===== src/rtl/fpu_csr_pkg.sv =====
// Shared encodings for the FPU CSR sequencer: Zicsr funct3 values, FPU CSR addresses and FSM states.
package fpu_csr_pkg;

   localparam logic [2:0] F3_RW  = 3'b001;
   localparam logic [2:0] F3_RS  = 3'b010;
   localparam logic [2:0] F3_RC  = 3'b011;
   localparam logic [2:0] F3_RWI = 3'b101;
   localparam logic [2:0] F3_RSI = 3'b110;
   localparam logic [2:0] F3_RCI = 3'b111;

   localparam logic [11:0] CSR_FFLAGS = 12'h001;
   localparam logic [11:0] CSR_FRM    = 12'h002;
   localparam logic [11:0] CSR_FCSR   = 12'h003;

   typedef enum logic [1:0] {ST_IDLE, ST_READ, ST_WRITE, ST_RESP} state_e;

   // Low two funct3 bits select the modify op for both register and immediate forms.
   typedef enum logic [1:0] {OP_NONE = 2'b00, OP_RW = 2'b01, OP_RS = 2'b10, OP_RC = 2'b11} csr_op_e;

   function automatic logic csr_addr_ok(input logic [11:0] a);
      return (a == CSR_FFLAGS) || (a == CSR_FRM) || (a == CSR_FCSR);
   endfunction

endpackage


===== src/rtl/fpu_csr_seq_alu.sv =====
// Read-modify-write datapath: combines the old CSR value with the operand for RW/RS/RC.
module fpu_csr_seq_alu
   import fpu_csr_pkg::*;
#(
   parameter int XLEN = 32
) (
   input  csr_op_e           op_i,
   input  logic [XLEN-1:0]   old_i,
   input  logic [XLEN-1:0]   opnd_i,
   output logic [XLEN-1:0]   res_o
);

   always_comb begin
      case (op_i)
         OP_RS:   res_o = old_i | opnd_i;
         OP_RC:   res_o = old_i & ~opnd_i;
         default: res_o = opnd_i;
      endcase
   end

endmodule


===== src/rtl/fpu_csr_sequencer.sv =====
// Zicsr initiator for the FPU CSR port: IDLE -> [READ] -> [WRITE] -> RESP.
// Define FPU_CSR_SEQ_IMM_EN to accept the immediate forms (CSRRWI/CSRRSI/CSRRCI).
module fpu_csr_sequencer
   import fpu_csr_pkg::*;
#(
   parameter int XLEN = 32
) (
   input  logic              clk,
   input  logic              rst,
   input  logic              instr_valid,
   output logic              instr_ready,
   input  logic [2:0]        funct3,
   input  logic [11:0]       csr_addr,
   input  logic [XLEN-1:0]   rs1_data,
   input  logic [4:0]        zimm,
   input  logic              rs1_is_x0,
   input  logic              rd_is_x0,
   input  logic              fpu_busy,
   output logic              csr_read,
   output logic              csr_write,
   output logic [11:0]       csr_addr_o,
   output logic [XLEN-1:0]   csr_wdata,
   input  logic [XLEN-1:0]   csr_rdata,
   output logic              rsp_valid,
   input  logic              rsp_ready,
   output logic [XLEN-1:0]   rsp_data,
   output logic              rsp_illegal
);

   state_e            state_q, state_d;
   csr_op_e           op_q, op_d;
   logic [11:0]       addr_q, addr_d;
   logic [XLEN-1:0]   opnd_q, opnd_d;
   logic [XLEN-1:0]   old_q, old_d;
   logic              wr_q, wr_d;
   logic              ill_q, ill_d;
   logic              f3_ok, do_rd;
   logic [XLEN-1:0]   alu_res;

   fpu_csr_seq_alu #(.XLEN(XLEN)) u_alu (
      .op_i   (op_q),
      .old_i  (old_q),
      .opnd_i (opnd_q),
      .res_o  (alu_res)
   );

`ifdef FPU_CSR_SEQ_IMM_EN
   assign f3_ok = (funct3 == F3_RW) || (funct3 == F3_RS) || (funct3 == F3_RC) ||
                  (funct3 == F3_RWI) || (funct3 == F3_RSI) || (funct3 == F3_RCI);
`else
   assign f3_ok = (funct3 == F3_RW) || (funct3 == F3_RS) || (funct3 == F3_RC);
`endif

   // RW-class ops with rd=x0 have no architectural read side effect, so skip it.
   assign do_rd = !((funct3[1:0] == 2'b01) && rd_is_x0);

   always_comb begin
      state_d     = state_q;
      op_d        = op_q;
      addr_d      = addr_q;
      opnd_d      = opnd_q;
      old_d       = old_q;
      wr_d        = wr_q;
      ill_d       = ill_q;
      instr_ready = 1'b0;
      csr_read    = 1'b0;
      csr_write   = 1'b0;
      csr_addr_o  = '0;
      csr_wdata   = '0;
      rsp_valid   = 1'b0;
      rsp_data    = '0;
      rsp_illegal = 1'b0;
      case (state_q)
         ST_IDLE: begin
            instr_ready = !fpu_busy;
            if (instr_valid && !fpu_busy) begin
               op_d   = csr_op_e'(funct3[1:0]);
               addr_d = csr_addr;
               opnd_d = funct3[2] ? {{(XLEN-5){1'b0}}, zimm} : rs1_data;
               wr_d   = (funct3[1:0] == 2'b01) || !rs1_is_x0;
               old_d  = '0;
               ill_d  = !f3_ok || !csr_addr_ok(csr_addr);
               if (ill_d)      state_d = ST_RESP;
               else if (do_rd) state_d = ST_READ;
               else            state_d = ST_WRITE;
            end
         end
         ST_READ: begin
            csr_read   = 1'b1;
            csr_addr_o = addr_q;
            old_d      = csr_rdata;
            state_d    = wr_q ? ST_WRITE : ST_RESP;
         end
         ST_WRITE: begin
            csr_write  = 1'b1;
            csr_addr_o = addr_q;
            csr_wdata  = alu_res;
            state_d    = ST_RESP;
         end
         ST_RESP: begin
            rsp_valid   = 1'b1;
            rsp_data    = old_q;
            rsp_illegal = ill_q;
            if (rsp_ready) state_d = ST_IDLE;
         end
         default: state_d = ST_IDLE;
      endcase
      // Keep the responder quiet during reset even if the FSM was mid-sequence.
      if (rst) begin
         instr_ready = 1'b0;
         csr_read    = 1'b0;
         csr_write   = 1'b0;
         csr_addr_o  = '0;
         csr_wdata   = '0;
         rsp_valid   = 1'b0;
         rsp_data    = '0;
         rsp_illegal = 1'b0;
      end
   end

   always_ff @(posedge clk) begin
      if (rst) begin
         state_q <= ST_IDLE;
         op_q    <= OP_NONE;
         addr_q  <= '0;
         opnd_q  <= '0;
         old_q   <= '0;
         wr_q    <= 1'b0;
         ill_q   <= 1'b0;
      end else begin
         state_q <= state_d;
         op_q    <= op_d;
         addr_q  <= addr_d;
         opnd_q  <= opnd_d;
         old_q   <= old_d;
         wr_q    <= wr_d;
         ill_q   <= ill_d;
      end
   end

endmodule


===== config.mk =====
export PLATFORM = sky130hd
export DESIGN_NAME = fpu_csr_sequencer
export DESIGN_NICKNAME = d
export VERILOG_FILES = /design/src/rtl/fpu_csr_pkg.sv /design/src/rtl/fpu_csr_seq_alu.sv /design/src/rtl/fpu_csr_sequencer.sv
export SDC_FILE = /design/constraint.sdc
export NUM_CORES = 1
export LEC_CHECK = 0
export ABC_AREA = 1
export BUFFER_PORTS_ARGS = -buffer_cell sky130_fd_sc_hd__buf_2
export CAP_MARGIN = 20
export CORE_MARGIN = 10
export CORE_UTILIZATION = 24
export CTS_CLUSTER_SIZE = 28
export DETAILED_ROUTE_END_ITERATION = 16
export GPL_ROUTABILITY_DRIVEN = 0
export MAX_ROUTING_LAYER = met4
export PLACE_DENSITY = 0.55
export SLEW_MARGIN = 10
export SYNTH_ARGS = -nofsm -noshare
export SYNTH_HDL_FRONTEND = slang
export SYNTH_SLANG_ARGS = --single-unit
export TNS_END_PERCENT = 100

===== constraint.sdc =====
create_clock -name clk -period 1.8 [get_ports clk]
set_input_delay 0.09 -clock clk [delete_from_list [all_inputs] [get_ports clk]]
set_output_delay 0.09 -clock clk [all_outputs]
set_load 0.05 [all_outputs]

==> metrics.md, run 1 <==
| Metric | Value |
|---|---|
| Status | `completed` |
| Synth area leaders | `dfxtp_1 39%, a21oi_1 9.0%, nand2_1 8.3%` |
| Routed length per placed instance | `16.52 um` |
| Crit Path Category | `flop to primary output` |
| Root buffer cell | `clkbuf_16` |
| Max-cap violations | `0` |
| Most frequent cells in the layout | `100 x buf_2, 91 x nand2_1, 80 x dfxtp_1` |
| HPWL Detailed | `11,610 um` |
| Fill cells | `1,789` |
| Worst Max-Slew Pin Slew | `0.6265 ns` |
| DR vias | `4,903` |
| Post-synthesis sequential area ratio | `39.35%` |
| Worst-path clk slew | `0.06 ns` |
| Cell-internal power | `4.984 mW` |
| CP dominant cell by count | `buf_12` |
| Sink Count | `82` |
| Final Power | `7.990 mW` |
| Antenna violations before repair | `0` |
| Minimum clock period | `1.793 ns` |
| Die width | `151.8 um` |
| Syn Std Cell Area | `4172 um^2` |
| CP startpoint kind | `flop` |
| Top cell type's share of synthesized area | `39.35%` |
| Drc violations | `0` |
| Vias in the first global route | `5,096` |
| Worst setup margin | `0.006942 ns` |
| Initial Utilization | `24.29%` |
| Slew headroom | `58.24%` |
| CTS max path bufs | `2` |
| RSZ-0062 raised after global routing | `yes` |
| CP Data Required Time | `1.71 ns` |
| Worst Path Buf+Inv | `5` |
| Layout cells sized above 1 | `36.30%` |
| Final #Nets | `912` |
| CP peak stage delay | `0.35 ns` |
| Core box area | `17,180 um^2` |
| Psw | `3.007 mW` |
| Max Slew Vio Count | `0` |
| Netlist cell types | `22` |
| Total track usage | `14.79%` |
| Final Util | `39.79%` |
| Syn Inst Count | `616` |
| Total gr overflow | `0` |
| Num CTS Buffers | `9` |
| Cells after DPL | `987` |
| Die area | `23,050 um^2` |
| H-tree depth | `3` |
| Post-Syn Nets | `712` |
| Place WS | `0.1870 ns` |
| First-iteration detailed-routing DRC count | `204` |
| Critical-path cell list | `inv_4 -> buf_12 -> ha_4 -> clkinvlp_4 -> buf_12 -> nor3_2 -> buf_6` |
| Final ANT Viol Nets | `0` |
| First-pass GRT wire length | `27,300 um` |
| Critical path endpoint category | `primary output` |
| Sequential power share | `30.0%` |
| Pleak | `2.905 nW` |
| Drt pass-1 iters | `4` |
| Clock network fraction of design power | `28.6%` |
| WP data arrival | `1.70 ns` |
| Min-Delay Path Class | `primary input to flop` |
| Die Ht | `151.8 um` |
| Max frequency | `0.5577 GHz` |
| Largest net degree at the start of global routing | `58` |
| Clk_lat worst skew | `0.35 ns` |
| CP top delay family | `buffers and inverters` |
| Input/output buffers | `171` |
| Switching share of power | `37.63%` |
| Layout area overhead | `63.83%` |
| Biggest area consumer among synthesized cells | `dfxtp_1` |
| Combinational share of power | `41.5%` |
| # rows | `48` |
| Final setup viols | `0` |
| Worst Skew | `0.005919 ns` |
| Non-filler cells, final | `1,046` |
| Crit path max-delay cell type | `dfxtp_2` |
| Mean Syn Cell Area | `6.772 um^2` |
| Routed wire length | `17,280 um` |
| Crit-path max FO | `13` |
| Final hold vios | `0` |
| # IOs | `172` |
| Max VDD drop | `0.4989 mV` |
| Antenna cells | `0` |
| Fin crit share | `99.61%` |
| Commonest non-fill, non-tap cell in the layout | `buf_2` |
| TritonCTS clock tree | `built` |
| Warning count from the yosys run | `0` |
| Pwr dens | `1169 nW/um^2` |
| Synth Register Bits | `82` |
| Hold Slack | `0.003455 ns` |
| Vias per inst | `4.687` |
## synth_stat cells
library cell and n:
buf_6 2, clkbuf_1 20, nand2_2 1, o21ai_0 52, buf_4 4, dfxtp_1 82
buf_1 8, inv_2 1, a211oi_1 19, nand3_1 68, nand2_1 92, a211oi_2 8
o21ai_1 3, o21ai_2 1, a21oi_1 75, buf_2 16, a31oi_1 6, ha_1 5
nor3_1 13, o211ai_1 1, inv_1 62, nor2_1 77
## power groups by stage
stage | Combinational, mW | Sequential [mW] | Clock [mW]
2_1_floorplan | 1.70 | 2.34 | 0
3_3_place_gp | 2.57 | 2.41 | 0
3_5_place_dp | 2.57 | 2.41 | 0
4_1_cts | 3.01 | 2.38 | 2.34
5_1_grt | 3.65 | 2.44 | 2.40
6_report | 3.31 | 2.40 | 2.28
## registers in the layout, summed over array words and instances (netlist names)
| name | cells |
|---|---|
| state_q | 2 |
| op_q | 2 |
| ill_q | 1 |
| addr_q | 12 |
| wr_q | 1 |
| opnd_q | 32 |
| old_q | 32 |
## layer usage
layer	routed length (um)	track usage, %
met1	7882	17.73
met4	193	4.218
met2	8320	24.71
met5	0	-
met3	884	2.822
## logic make-up (layout without fill, tap and decap cells)
family	Yosys count	count (layout)	share of synthesized area [%]
AO/OA/AOI/OAI	165	165	22.71
adder cells (fa/ha/maj)	5	5	1.500
buffers and inverters	113	318	11.37
flip-flops	82	82	39.35
AND/OR/NAND/NOR	251	251	25.08
## stage by stage
| stage | cell area, um^2 | setup TNS [ns] |
|---|---|---|
| after floorplan | 4200 | -2.905 |
| after global placement | 5380 | 0 |
| after detailed placement | 5380 | 0 |
| after CTS | 6390 | -0.5134 |
| after global routing | 6834 | -0.5438 |
| final | 6834 | 0 |
## path summary, 6_finish.rpt
path                           start                 endpoint  slack, ns  cells past startpoint
min reg2reg  opnd_q[18]$_SDFFE_PP0P_  opnd_q[18]$_SDFFE_PP0P_       0.48                      2
min                    csr_rdata[20]   old_q[20]$_SDFFE_PP0P_      0.003                      3
max reg2reg  state_q[0]$_SDFFE_PP0P_    old_q[9]$_SDFFE_PP0P_       0.16                      9
max          state_q[0]$_SDFFE_PP0P_            csr_addr_o[8]      0.007                      7
## what timing repair did
action                                 4_1_cts  5_1_grt
buffers inserted                             6        2
pin swaps                                    3       22
gates cloned                                 3        1
gates resized for setup                     72      143
endpoints found under the hold margin       30        0
hold buffers                                31        0
setup endpoints to repair                   45       77
## worst min-delay path: stages
cell,delay [ns]
buf_2,0.09
nand3_1,0.07
nand2_1,0.06
## area by class of cell
| cell class | instances | area (um^2) | area share [%] |
|---|---|---|---|
| clock inverter | 7 | 141.4 | 2.069 |
| clock buffer | 9 | 225.2 | 3.295 |
| timing repair buffer | 239 | 1986 | 29.06 |
| sequential | 82 | 1647 | 24.09 |
| multi-input combinational | 421 | 2303 | 33.71 |
| inverter | 63 | 250.2 | 3.662 |
| tap | 225 | 281.5 | 4.119 |
(Power assumes the default switching activity.)
==> inputs of run 2 (changes only) <==
--- a/config.mk
+++ b/config.mk
@@ -5,7 +5,6 @@
 export SDC_FILE = /design/constraint.sdc
 export NUM_CORES = 1
 export LEC_CHECK = 0
-export ABC_AREA = 1
 export BUFFER_PORTS_ARGS = -buffer_cell sky130_fd_sc_hd__buf_2
 export CAP_MARGIN = 20
 export CORE_MARGIN = 10
==> metrics.md, run 2 <==
| Metric | Value |
|---|---|
| Final #Nets | `820 (was 912)` |
| Critical Path Source | `state_q[0]$_SDFFE_PP0P_ (unchanged)` |
| Core box area | `16,000 um^2 (was 17,180 um^2)` |
| Most common cell in the netlist | `nand2_1 (unchanged)` |
| Worst Skew | `0.007997 ns (was 0.005919 ns)` |
| Top cell type's share of synthesized area | `41.53% (was 39.35%)` |
| Final hold vios | `0 (unchanged)` |
| Most frequent cells in the layout | `94 x buf_2, 90 x nand2_1, 80 x dfxtp_1 (was 100 x buf_2, 91 x nand2_1, 80 x dfxtp_1)` |
| Pwr dens | `973.4 nW/um^2 (was 1169 nW/um^2)` |
| First-iteration detailed-routing DRC count | `197 (was 204)` |
| Max-cap violations | `0 (unchanged)` |
| CP peak stage delay | `0.36 ns (was 0.35 ns)` |
| Fill cells | `1,657 (was 1,789)` |
| Reg-to-Reg Start | `state_q[1]$_SDFFE_PP0P_ (was state_q[0]$_SDFFE_PP0P_)` |
| Commonest non-fill, non-tap cell in the layout | `buf_2 (unchanged)` |
| Die width | `148.3 um (was 151.8 um)` |
| Syn Std Cell Area | `3953 um^2 (was 4172 um^2)` |
| Final setup viols | `0 (unchanged)` |
| Largest regs | `old_q x32, opnd_q x32, addr_q x12 (unchanged)` |
| Min-Delay Path Class | `primary input to flop (unchanged)` |
| Max frequency | `0.5739 GHz (was 0.5577 GHz)` |
| Netlist cell types | `33 (was 22)` |
| Clk_lat worst skew | `0.34 ns (was 0.35 ns)` |
| Predominant post-synthesis flop cell | `dfxtp_1 (unchanged)` |
| TritonCTS clock tree | `built (unchanged)` |
| Vias per inst | `4.470 (was 4.687)` |
| Layout cells sized above 1 | `32.37% (was 36.30%)` |
| Slew headroom | `68.03% (was 58.24%)` |
| Input/output buffers | `171 (unchanged)` |
| Synth Register Bits | `82 (unchanged)` |
| Mean Syn Cell Area | `7.720 um^2 (was 6.772 um^2)` |
| Post-synth top cells | `90 x nand2_1, 82 x dfxtp_1, 75 x a21oi_1, 74 x nor2_1, 45 x and2_1 (was 92 x nand2_1, 82 x dfxtp_1, 77 x nor2_1, 75 x a21oi_1, 68 x nand3_1)` |
| Final ANT Viol Nets | `0 (unchanged)` |
| Synth area leaders | `dfxtp_1 42%, a21oi_1 9.5%, nand2_1 8.5% (was dfxtp_1 39%, a21oi_1 9.0%, nand2_1 8.3%)` |
| Total gr overflow | `0 (unchanged)` |
| Sink Count | `82 (unchanged)` |
| Multi-input gate area | `2180 um^2 (was 2303 um^2)` |
| Reg2Reg Setup Slack | `0.33 ns (was 0.16 ns)` |
| Die Ht | `148.3 um (was 151.8 um)` |
| H-tree depth | `3 (unchanged)` |
| Final Util | `39.90% (was 39.79%)` |
| Syn Inst Count | `512 (was 616)` |
| Biggest area consumer among synthesized cells | `dfxtp_1 (unchanged)` |
| CTS max path bufs | `2 (unchanged)` |
| Fin crit share | `96.80% (was 99.61%)` |
| Routed length per placed instance | `16.10 um (was 16.52 um)` |
| FF-to-FF path depth | `7 (was 9)` |
| Antenna violations before repair | `0 (unchanged)` |
| Crit Path Category | `flop to primary output (unchanged)` |
| Worst setup margin | `0.05769 ns (was 0.006942 ns)` |
| Worst Max-Slew Pin Slew | `0.4751 ns (was 0.6265 ns)` |
| Warning count from the yosys run | `0 (unchanged)` |
| DR vias | `4,224 (was 4,903)` |
| Post-synth ARST share | `0% (unchanged)` |
| Die area | `22,000 um^2 (was 23,050 um^2)` |
| Drt pass-1 iters | `4 (unchanged)` |
| Vias in the first global route | `4,474 (was 5,096)` |
| CP dominant cell by count | `buf_6 (was buf_12)` |
| WP data arrival | `1.65 ns (was 1.70 ns)` |
| RSZ-0062 raised after global routing | `yes (unchanged)` |
| Minimum clock period | `1.742 ns (was 1.793 ns)` |
| Place WS | `0.2408 ns (was 0.1870 ns)` |
| Max VDD drop | `0.4961 mV (was 0.4989 mV)` |
| Hold path cells | `3 (unchanged)` |
| Num CTS Buffers | `9 (unchanged)` |
| Worst R2R End | `ill_q$_SDFFE_PP0P_ (was old_q[9]$_SDFFE_PP0P_)` |
| CP startpoint kind | `flop (unchanged)` |
| Post-synthesis sequential area ratio | `41.53% (was 39.35%)` |
| EDFF count, synth | `0 (unchanged)` |
| Initial Utilization | `24.70% (was 24.29%)` |
| Critical-path cell list | `inv_2 -> ha_4 -> nor2b_4 -> buf_6 -> and2_1 -> buf_6 (was inv_4 -> buf_12 -> ha_4 -> clkinvlp_4 -> buf_12 -> nor3_2 -> buf_6)` |
| Antenna cells | `0 (unchanged)` |
| Critical path endpoint category | `primary output (unchanged)` |
| # IOs | `172 (unchanged)` |
| Max Slew Vio Count | `0 (unchanged)` |
| HPWL Detailed | `10,910 um (was 11,610 um)` |
| Worst-path clk slew | `0.06 ns (about the same)` |
| # rows | `46 (was 48)` |
| Crit path max-delay cell type | `dfxtp_2 (unchanged)` |
| Total track usage | `13.83% (was 14.79%)` |
| CP Data Required Time | `1.71 ns (about the same)` |
| First-pass GRT wire length | `23,850 um (was 27,300 um)` |
| CP Capture Point | `csr_addr_o[5] (was csr_addr_o[8])` |
| Crit-path max FO | `6 (was 13)` |
| Sequential Area | `1644 um^2 (was 1647 um^2)` |
| Largest net degree at the start of global routing | `36 (was 58)` |
| Post-Syn Nets | `608 (was 712)` |
| Setup bufs post-CTS | `0 (was 6)` |
| Layout area overhead | `61.54% (was 63.83%)` |
| Routed wire length | `15,210 um (was 17,280 um)` |
| Final Power | `6.215 mW (was 7.990 mW)` |
| Root buffer cell | `clkbuf_16 (unchanged)` |
| Drc violations | `0 (unchanged)` |
| Status | `completed (unchanged)` |
| Pleak | `2.701 nW (was 2.905 nW)` |
## run 2: how the worst min path moves through the flow
stage | startpoint | endpoint | slack (ns)
floorplan | rs1_is_x0 | wr_q$_SDFFE_PP0P_ | 0.20
global placement | rs1_is_x0 | wr_q$_SDFFE_PP0P_ | 0.29
detailed placement | rs1_is_x0 | wr_q$_SDFFE_PP0P_ | 0.29
CTS | rs1_data[12] | opnd_q[12]$_SDFFE_PP0P_ | 0.002
global route | rs1_data[15] | opnd_q[15]$_SDFFE_PP0P_ | 0.005
finish | rs1_data[11] | opnd_q[11]$_SDFFE_PP0P_ | 0.02
## run 2: metal layers
| metal | up-vias | global-route usage, % | share of wire, % |
|---|---|---|---|
| met2 | 124 | 22.19 | 49 |
| met1 | 1922 | 16.49 | 45 |
| met4 | 0 | 3.915 | 1.9 |
| li1 | 2159 | - | - |
| met3 | 19 | 4.096 | 4.5 |
| met5 | - | - | 0 |
## run 2: kinds of logic after synthesis
group                      Yosys count  share of synthesized area [%]
AOI/OAI and AO/OA                  122                          19.69
adders and majority gates            5                          1.583
muxes                                5                          1.266
and+or+nand+nor                    250                          30.33
DFF                                 82                          41.53
buffers and inverters               48                          5.603
## run 2: report_power, final
part	total (mW)	switching [mW]	leakage [nW]	internal (mW)
registers	2.25	0.192	0.667	2.06
clock network	2.00	0.752	0.156	1.25
logic	1.97	1.13	1.88	0.836
## run 2: stage by stage
stage / setup TNS [ns] / instance area, um^2 / std cells / hold WS (ns)
after floorplan: 0 / 3959 / 512 / 0.1987
after global placement: 0 / 5106 / 878 / 0.2886
after detailed placement: 0 / 5106 / 878 / 0.2929
after CTS: -0.3463 / 6137 / 944 / 0.002007
after global routing: -0.4895 / 6385 / 945 / 0.004805
final: 0 / 6385 / 945 / 0.02040
## run 2: timing repair
action / in CTS / in global routing
gates resized for setup: 77 / 90
endpoints found under the hold margin: 50 / 0
endpoints found under the setup margin: 73 / 77
cloned: 0 / 1
hold buffers: 50 / 0
pin swaps: 0 / 3
## run 2: area by class of cell
type | count | area share, %
repair buffers | 242 | 30.45
flip-flops and latches | 82 | 25.75
well taps | 216 | 4.233
multi-input cells | 382 | 34.14
clock inverters | 5 | 1.215
clock buffers | 11 | 3.802
inverters | 7 | 0.4115
## run 2: critical path, delay by kind of cell, from the launching register on
kind,cells,cell delay (ns)
buf+inv,3,0.36
flops,1,0.36
fa+ha+maj,1,0.26
simple gates,2,0.31
==> inputs of run 3 (changes only) <==
--- a/config.mk
+++ b/config.mk
@@ -13,7 +13,7 @@
 export DETAILED_ROUTE_END_ITERATION = 16
 export GPL_ROUTABILITY_DRIVEN = 0
 export MAX_ROUTING_LAYER = met4
-export PLACE_DENSITY = 0.55
+export PLACE_DENSITY = 0.57
 export SLEW_MARGIN = 10
 export SYNTH_ARGS = -nofsm -noshare
 export SYNTH_HDL_FRONTEND = slang
==> constraint.sdc (replaced) <==
create_clock -name clk -period 1.55 [get_ports clk]
set_input_delay 0.0775 -clock clk [delete_from_list [all_inputs] [get_ports clk]]
set_output_delay 0.0775 -clock clk [all_outputs]
set_load 0.05 [all_outputs]
==> metrics.md, run 3 (same netlist as run 2, synthesis figures left out) <==
| Metric | Value |
|---|---|
| Max frequency | `0.5748 GHz` |
| Fin crit share | `112.3%` |
| Routed wire length | `17,140 um (was 15,210 um)` |
| Worst Max-Slew Pin Slew | `0.3481 ns (was 0.4751 ns)` |
| Die width | `148.3 um (unchanged)` |
| Gr busiest metal | `met2 (unchanged)` |
| Sink Count | `82 (unchanged)` |
| Clk_lat worst skew | `0.34 ns (about the same)` |
| Final #Nets | `847 (was 820)` |
| Met2 Use GR | `23.74% (was 22.19%)` |
| Layout area overhead | `86.77% (was 61.54%)` |
| Most frequent cells in the layout | `90 x nand2_1, 90 x buf_2, 79 x dfxtp_1 (was 94 x buf_2, 90 x nand2_1, 80 x dfxtp_1)` |
| Max VDD drop | `0.5476 mV (was 0.4961 mV)` |
| Num CTS Buffers | `9 (unchanged)` |
| Crit Path Category | `flop to primary output (unchanged)` |
| Met1 usage | `18.05% (was 16.49%)` |
| Final ANT Viol Nets | `0 (unchanged)` |
| CP Data Required Time | `1.47 ns (was 1.71 ns)` |
| Hold Slack | `0.01929 ns (was 0.02040 ns)` |
| Final hold vios | `0 (unchanged)` |
| Worst Skew | `0.003396 ns (was 0.007997 ns)` |
| Core box area | `16,000 um^2 (unchanged)` |
| Critical-path cell list | `ha_4 -> nor2b_4 -> buf_12 -> clkbuf_16 -> and2_2 -> buf_6 (was inv_2 -> ha_4 -> nor2b_4 -> buf_6 -> and2_1 -> buf_6)` |
| Final Power | `7.768 mW (was 6.215 mW)` |
| Total gr overflow | `0 (unchanged)` |
| Largest regs | `old_q x32, opnd_q x32, addr_q x12 (unchanged)` |
| Max-cap violations | `0 (unchanged)` |
| Root buffer cell | `clkbuf_16 (unchanged)` |
| HPWL Detailed | `11,050 um (was 10,910 um)` |
| Die Ht | `148.3 um (unchanged)` |
| CP top delay family | `buffers and inverters (was flip-flops)` |
| Largest net degree at the start of global routing | `31 (was 36)` |
| Input/output buffers | `171 (unchanged)` |
| Worst setup margin | `-0.1899 ns (was 0.05769 ns)` |
| Routed length per placed instance | `17.63 um (was 16.10 um)` |
| TritonCTS clock tree | `built (unchanged)` |
| First-pass GRT wire length | `25,540 um (was 23,850 um)` |
| Worst-path clk slew | `0.06 ns (about the same)` |
| Layout cells sized above 1 | `41.27% (was 32.37%)` |
| GR Util met3 | `4.430% (was 4.096%)` |
| Antenna cells | `0 (unchanged)` |
| Final setup viols | `79 (was 0)` |
| Pwr dens | `1052 nW/um^2 (was 973.4 nW/um^2)` |
| Drt pass-1 iters | `4 (unchanged)` |
| CP startpoint kind | `flop (unchanged)` |
| Pleak | `3.002 nW (was 2.701 nW)` |
| Vias in the first global route | `4,651 (was 4,474)` |
| Antenna violations before repair | `0 (unchanged)` |
| Crit path max-delay cell type | `dfxtp_4 (was dfxtp_2)` |
| Min-Delay Path Class | `primary input to flop (unchanged)` |
| Drc violations | `0 (unchanged)` |
| # IOs | `172 (unchanged)` |
| First-iteration detailed-routing DRC count | `167 (was 197)` |
| DR vias | `4,478 (was 4,224)` |
| CP peak stage delay | `0.37 ns (was 0.36 ns)` |
| # rows | `46 (unchanged)` |
| Max Slew Vio Count | `0 (unchanged)` |
| Critical path endpoint category | `primary output (unchanged)` |
| Initial Utilization | `24.70% (unchanged)` |
| RSZ-0062 raised after global routing | `yes (unchanged)` |
| H-tree depth | `3 (unchanged)` |
| Fill cells | `1,547 (was 1,657)` |
| Failing checks | `setup timing` |
| Total track usage | `14.96% (was 13.83%)` |
| WP data arrival | `1.66 ns (was 1.65 ns)` |
| Die area | `22,000 um^2 (unchanged)` |
| Worst Path Buf+Inv | `3 (unchanged)` |
| Status | `complete, but fails checks (was completed)` |
| Minimum clock period | `1.740 ns` |
| Vias per inst | `4.607 (was 4.470)` |
| Reg2Reg Setup Slack | `0.08 ns (was 0.33 ns)` |
| Slew headroom | `76.58% (was 68.03%)` |
| CTS max path bufs | `2 (unchanged)` |
| Crit-path max FO | `8 (was 6)` |
[run 3: changes by cell type in the layout (fill, tap and decap cells not counted), sizes merged]
| cell | previous run | this run |
|---|---|---|
| buf | 185 | 206 |
| dlygate4sd3 | 50 | 60 |
| bufinv | 2 | 0 |
| clkbuf | 18 | 17 |
| clkinvlp | 1 | 0 |
[run 3: final cells by class]
class	instances	area (um^2)	share of cell area, %
clock buffers	14	274.0	3.712
clock inverters	2	10.01	0.1356
inverters	7	33.78	0.4576
multi-input cells	382	2454	33.24
flip-flops and latches	82	1650	22.36
well taps	216	270.3	3.661
repair buffers	269	2690	36.44
[run 3: worst min-delay path, cell delays in order]
cell	delay (ns)
buf_2	0.10
nand3b_1	0.07
a21oi_1	0.06
[run 3: final timing paths]
kind,from,endpoint,cells past startpoint
worst max-delay path,state_q[0]$_SDFFE_PP0P_,rsp_data[27],6
worst min-delay path,rs1_data[15],opnd_q[15]$_SDFFE_PP0P_,3
worst max register to register,state_q[1]$_SDFFE_PP0P_,old_q[1]$_SDFFE_PP0P_,6
worst min register to register,addr_q[10]$_SDFFE_PP0P_,addr_q[10]$_SDFFE_PP0P_,2
[run 3: where the power goes]
group | total (mW) | internal [mW] | switching, mW
clock | 2.05 | 1.21 | 0.838
combinational | 3.08 | 1.45 | 1.63
sequential | 2.64 | 2.40 | 0.240
[run 3: metal layers]
layer / vias to the layer above / part of all wire [%]
li1: 2208 / -
met1: 2094 / 43
met2: 164 / 48
met3: 12 / 7.2
met4: 0 / 1.3
met5: - / 0
[run 3: metrics by stage]
stage	cell area [um^2]	setup TNS, ns	setup WS, ns	instances	utilization [%]
2_1_floorplan	3984	-4.992	-0.1610	512	-
3_3_place_gp	5279	-0.01942	-0.003163	886	32.99
3_5_place_dp	5279	-1.107	-0.04396	886	32.99
4_1_cts	6909	-9.780	-0.1739	965	43.18
5_1_grt	7382	-15.91	-0.2425	972	46.14
6_report	7382	-10.46	-0.1899	972	46.14
[run 3: repair_timing]
| action | in CTS | in global routing |
|---|---|---|
| gates cloned | 1 | 4 |
| buffers inserted | 2 | 3 |
| gates resized for setup | 238 | 97 |
| setup endpoints to repair | 118 | 83 |
| hold buffers | 60 | 0 |
| pin swaps | 12 | 26 |
| hold endpoints to repair | 60 | 0 |
